--- config.mk ---
export PLATFORM = sky130hd
export DESIGN_NAME = rf_wb_arbiter
export DESIGN_NICKNAME = d
export VERILOG_FILES = /design/src/rtl/rv_pkg.sv /design/src/rtl/rr_arb2.sv /design/src/rtl/rf_wb_arbiter.sv
export SDC_FILE = /design/constraint.sdc
export NUM_CORES = 1
export LEC_CHECK = 0
export ABC_AREA = 1
export BUFFER_PORTS_ARGS = -buffer_cell sky130_fd_sc_hd__buf_2
export CAP_MARGIN = 20
export CORE_MARGIN = 2
export CORE_UTILIZATION = 35
export DETAILED_ROUTE_END_ITERATION = 8
export SYNTH_ARGS = -nofsm -noshare
export SYNTH_HDL_FRONTEND = slang
export SYNTH_SLANG_ARGS = --single-unit
--- constraint.sdc ---
create_clock -name clk -period 4.31 [get_ports clk]
set_input_delay 0 -clock clk [delete_from_list [all_inputs] [get_ports clk]]
set_output_delay 0 -clock clk [all_outputs]
set_load 0.1 [all_outputs]
--- src/rtl/rv_pkg.sv ---
// rv_pkg: shared register-file widths and requester identifiers for write-back arbitration.
package rv_pkg;
    localparam int XLEN = 32;
    localparam int AW = 5;
    localparam int NREG = 2 ** AW;
    localparam logic REQ_ALU = 1'b0;
    localparam logic REQ_LSU = 1'b1;
endpackage

--- src/rtl/rr_arb2.sv ---
// rr_arb2: two-way round-robin arbiter; on a tie the requester not granted last wins.
module rr_arb2
    import rv_pkg::*;
(
    input  logic       clk,
    input  logic       rst,
    input  logic [1:0] valid,
    output logic [1:0] grant
);
    logic last;

    assign grant[REQ_ALU] = valid[REQ_ALU] && (!valid[REQ_LSU] || last == REQ_LSU);
    assign grant[REQ_LSU] = valid[REQ_LSU] && (!valid[REQ_ALU] || last == REQ_ALU);

    always_ff @(posedge clk or negedge rst) begin
        if (!rst)
            last <= REQ_LSU;
        else if (|grant)
            last <= grant[REQ_LSU];
    end
endmodule

--- src/rtl/rf_wb_arbiter.sv ---
// rf_wb_arbiter: shares the register-file write port between ALU and load unit
// and tracks registers with issued-but-unwritten results for hazard stalls.
module rf_wb_arbiter #(
    parameter int XLEN = rv_pkg::XLEN,
    parameter int AW   = rv_pkg::AW
) (
    input  logic              clk,
    input  logic              rst,
    input  logic              iss_valid,
    input  logic [AW-1:0]     iss_rd,
    input  logic              req0_valid,
    input  logic [AW-1:0]     req0_rd,
    input  logic [XLEN-1:0]   req0_data,
    output logic              req0_ready,
    input  logic              req1_valid,
    input  logic [AW-1:0]     req1_rd,
    input  logic [XLEN-1:0]   req1_data,
    output logic              req1_ready,
    output logic              WE3,
    output logic [AW-1:0]     A3,
    output logic [XLEN-1:0]   WD3,
    input  logic [AW-1:0]     qa1,
    input  logic [AW-1:0]     qa2,
    output logic              hz1,
    output logic              hz2,
    output logic [2**AW-1:0]  busy_mask,
    output logic              err
);
    localparam int NREG = 2 ** AW;

    logic [1:0]      grant;
    logic            xfer;
    logic            wr;
    logic [AW-1:0]   x_rd;
    logic [XLEN-1:0] x_data;
    logic [NREG-1:0] pend;
    logic [NREG-1:0] pend_nxt;

    rr_arb2 u_arb (
        .clk   (clk),
        .rst   (rst),
        .valid ({req1_valid, req0_valid}),
        .grant (grant)
    );

    assign req0_ready = grant[rv_pkg::REQ_ALU];
    assign req1_ready = grant[rv_pkg::REQ_LSU];
    assign xfer       = |grant;
    assign x_rd       = grant[rv_pkg::REQ_LSU] ? req1_rd : req0_rd;
    assign x_data     = grant[rv_pkg::REQ_LSU] ? req1_data : req0_data;
    assign wr         = xfer && x_rd != '0;

    // Bit 0 is never set, so x0 never reads as pending.
    assign hz1       = pend[qa1] && qa1 != '0;
    assign hz2       = pend[qa2] && qa2 != '0;
    assign busy_mask = pend;

    // Issue is applied after the clear: a younger writer keeps the register pending.
    always_comb begin
        pend_nxt = pend;
        if (wr)
            pend_nxt[x_rd] = 1'b0;
        if (iss_valid && iss_rd != '0)
            pend_nxt[iss_rd] = 1'b1;
    end

    always_ff @(posedge clk or negedge rst) begin
        if (!rst) begin
            WE3  <= 1'b0;
            A3   <= '0;
            WD3  <= '0;
            pend <= '0;
            err  <= 1'b0;
        end else begin
            WE3 <= wr;
            if (xfer) begin
                A3  <= x_rd;
                WD3 <= x_data;
            end
            pend <= pend_nxt;
            err  <= err || (wr && !pend[x_rd]);
        end
    end
endmodule
==> flow_summary.json <==
{
  "avgViaCountPerCell": 5.06,
  "track_usage_pct": 22.7,
  "clk_pin_slew_ns": 0.06,
  "drc": 0,
  "first_pass_iters": 5,
  "path_buf_inv": 1,
  "fin_crit_ns": 2.41,
  "layout_commonest_cell": "buf_2",
  "finalSetupViolCount": 0,
  "io_pins": 169,
  "grt_pass1_vias": 4769,
  "min_period_over_period_pct": 55.9,
  "grt_max_degree": 75,
  "setup_tns_ns": 0,
  "critPathMaxStageDelay_ns": 0.52,
  "synthesis.area_um2": 4350,
  "drt_iter0_markers": 351,
  "drive_above_1_share_pct": 25.6,
  "die_h_um": 115,
  "num_vias": 4982,
  "fin_ws_ns": 1.90,
  "total_power_mw": 3.53,
  "timing.hold.ws_ns": 0.00650,
  "end_kind": "flop",
  "place_hpwl_um": 10500,
  "ir_worst_vdd_v": 0.000243,
  "rsz0062_at_grt": "no",
  "arrival_ns": 2.60,
  "p_leak_nw": 3.01,
  "gp_congestion": 0.892,
  "max_freq_mhz": 415,
  "relSlewSlack_pct": 37.8,
  "nets": 906,
  "grt_pass1_wl_um": 23900,
  "coreArea_um2": 12100,
  "yosysSeqAreaShare_pct": 41.5,
  "seqCellArea_um2": 1800,
  "cp_num_cells": 10,
  "ys_ff_latch": 72,
  "finClkSkew_ns": 0.00321,
  "power_per_cell_area_nw_per_um2": 573,
  "grt_antenna_before_repair": 0,
  "critPathLaunchType": "flop",
  "cap_violations": 0,
  "r2r_cells": 10,
  "die_width_um": 115,
  "die_area_um2": 13300,
  "syn_nets": 694,
  "initial_core_util_pct": 36.0,
  "critPathTopFamily": "simple AND/OR/NAND/NOR gates",
  "syn_area_per_cell_um2": 7.24,
  "clock-sinks": 72,
  "htreeDepth": 3,
  "clkLatencyLatePin_ns": 0.33,
  "finalMaxSlewViolations": 0,
  "ys_types": 28,
  "yosysTopAreaCell": "dfrtp_1",
  "syn2layout_area_growth_pct": 41.9,
  "core.rowCount": 40,
  "diodes": 0,
  "yosysTopAreaCellShare_pct": 40.9,
  "cp.required_ns": 4.51,
  "multi_input_area_um2": 2190,
  "ys_warn_count": 0,
  "worstPathCellList": "nand2_4 > nand2_8 > inv_2 > nand2_1 > nand2_4 > nor2_2 > a21oi_4 > nand2_4 > o21ai_1 > o21ai_0",
  "cts_buffers": 9,
  "min_path_type": "in2reg",
  "synth_area_leaders": "dfrtp_1, nand2_1, o21ai_0",
  "root_buffer": "clkbuf_16",
  "slowest_stage": "inv_2",
  "cts_tree": "built",
  "n_fill_cell": 1167,
  "outcome": "complete, no violations",
  "clockBufferDepth": 2,
  "hold_depth": 3,
  "worst_pin_slew_ns": 0.932,
  "critPathKind": "reg2reg",
  "wl_um": 14700,
  "worst_path_most_repeated_cell": "nand2_4",
  "avgRoutedWirePerCell_um": 15.0,
  "pre_cts_ws_ns": 1.94,
  "gr-total-overflow": 0,
  "synth_cells": 600,
  "final_cell_mix": "buf_2, nand2_1, nor2_1",
  "port_buffers": 168,
  "cts-resized-gates": 0,
  "hold_viol": 0,
  "drtAntennaViolNets": 0,
  "crit_fanout": 40
}
[synthesized netlist by cell type (all sizes together)]
| cell | instances |
|---|---|
| nand2 | 153 |
| o21ai | 95 |
| nor2 | 88 |
| dfrtp | 71 |
| inv | 46 |
| nand3 | 46 |
| o31ai | 34 |
| a21oi | 17 |
| buf | 17 |
| clkbuf | 15 |
| o211ai | 12 |
| nor4 | 2 |
| o22ai | 2 |
| dfstp | 1 |
| nand3b | 1 |
[stage by stage]
stage / instance area (um^2) / std cells / util, %
finish: 6160 / 984 / 51.1
global route: 6160 / 984 / 51.1
CTS: 6140 / 983 / 50.9
detailed placement: 5230 / 905 / 43.3
global placement: 5230 / 905 / 43.3
floorplan: 4350 / 600 / -
[timing repair]
item / 4_1_cts / 5_1_grt
setup endpoints to repair: 0 / 0
hold buffers: 63 / 0
buffers inserted: 0 / 0
endpoints found under the hold margin: 72 / 0
[worst min-delay path, stage by stage]
cell     delay, ns
buf_2         0.10
nor2_1        0.12
o31ai_1       0.07
[worst paths after layout]
path,startpoint,endpoint,slack [ns]
max,u_arb.last,busy_mask[8],1.90
min,req0_data[16],WD3[16],0.006
max reg2reg,u_arb.last,busy_mask[8],1.90
min reg2reg,busy_mask[0],busy_mask[0],0.48
max in group asynchronous,rst,WD3[23],2.97
min in group asynchronous,rst,WD3[4],0.35
[flip-flops by register name (all words and copies together), names as in the netlist]
signal	flops
A3	5
u_arb.last	1
err	1
busy_mask	32
WE3	1
WD3	32
[cell type report]
class | instances | area share (%)
Clock buffer | 11 | 3.94
Timing Repair Buffer | 233 | 24.3
Inverter | 46 | 2.80
Clock inverter | 4 | 0.731
Multi-Input combinational cell | 450 | 35.6
Sequential cell | 72 | 29.2
Tap cell | 168 | 3.41
[metal layers]
layer	global-route usage [%]	up-vias	part of all wire (%)
met1	29.2	2317	42
met4	7.63	0	1.6
met5	0	-	0
li1	-	2424	-
met3	3.45	18	7.1
met2	39.0	223	49
[kinds of logic (layout without fill, tap and decap cells)]
logic type | after synthesis | count (layout) | share of synthesized area [%]
buffers and inverters | 78 | 294 | 8.06
AOI/OAI and AO/OA | 160 | 160 | 21.7
and+or+nand+nor | 290 | 290 | 28.8
DFF | 72 | 72 | 41.5
[report_power, final]
| part | switching, mW | leakage, nW | internal (mW) |
|---|---|---|---|
| Combinational | 1.47 | 2.01 | 0.349 |
| Sequential | 0.168 | 0.860 | 0.817 |
| Clock | 0.271 | 0.145 | 0.457 |
| Total | 1.91 | 3.01 | 1.62 |
Note: power is estimated with default switching activity, not from simulation.
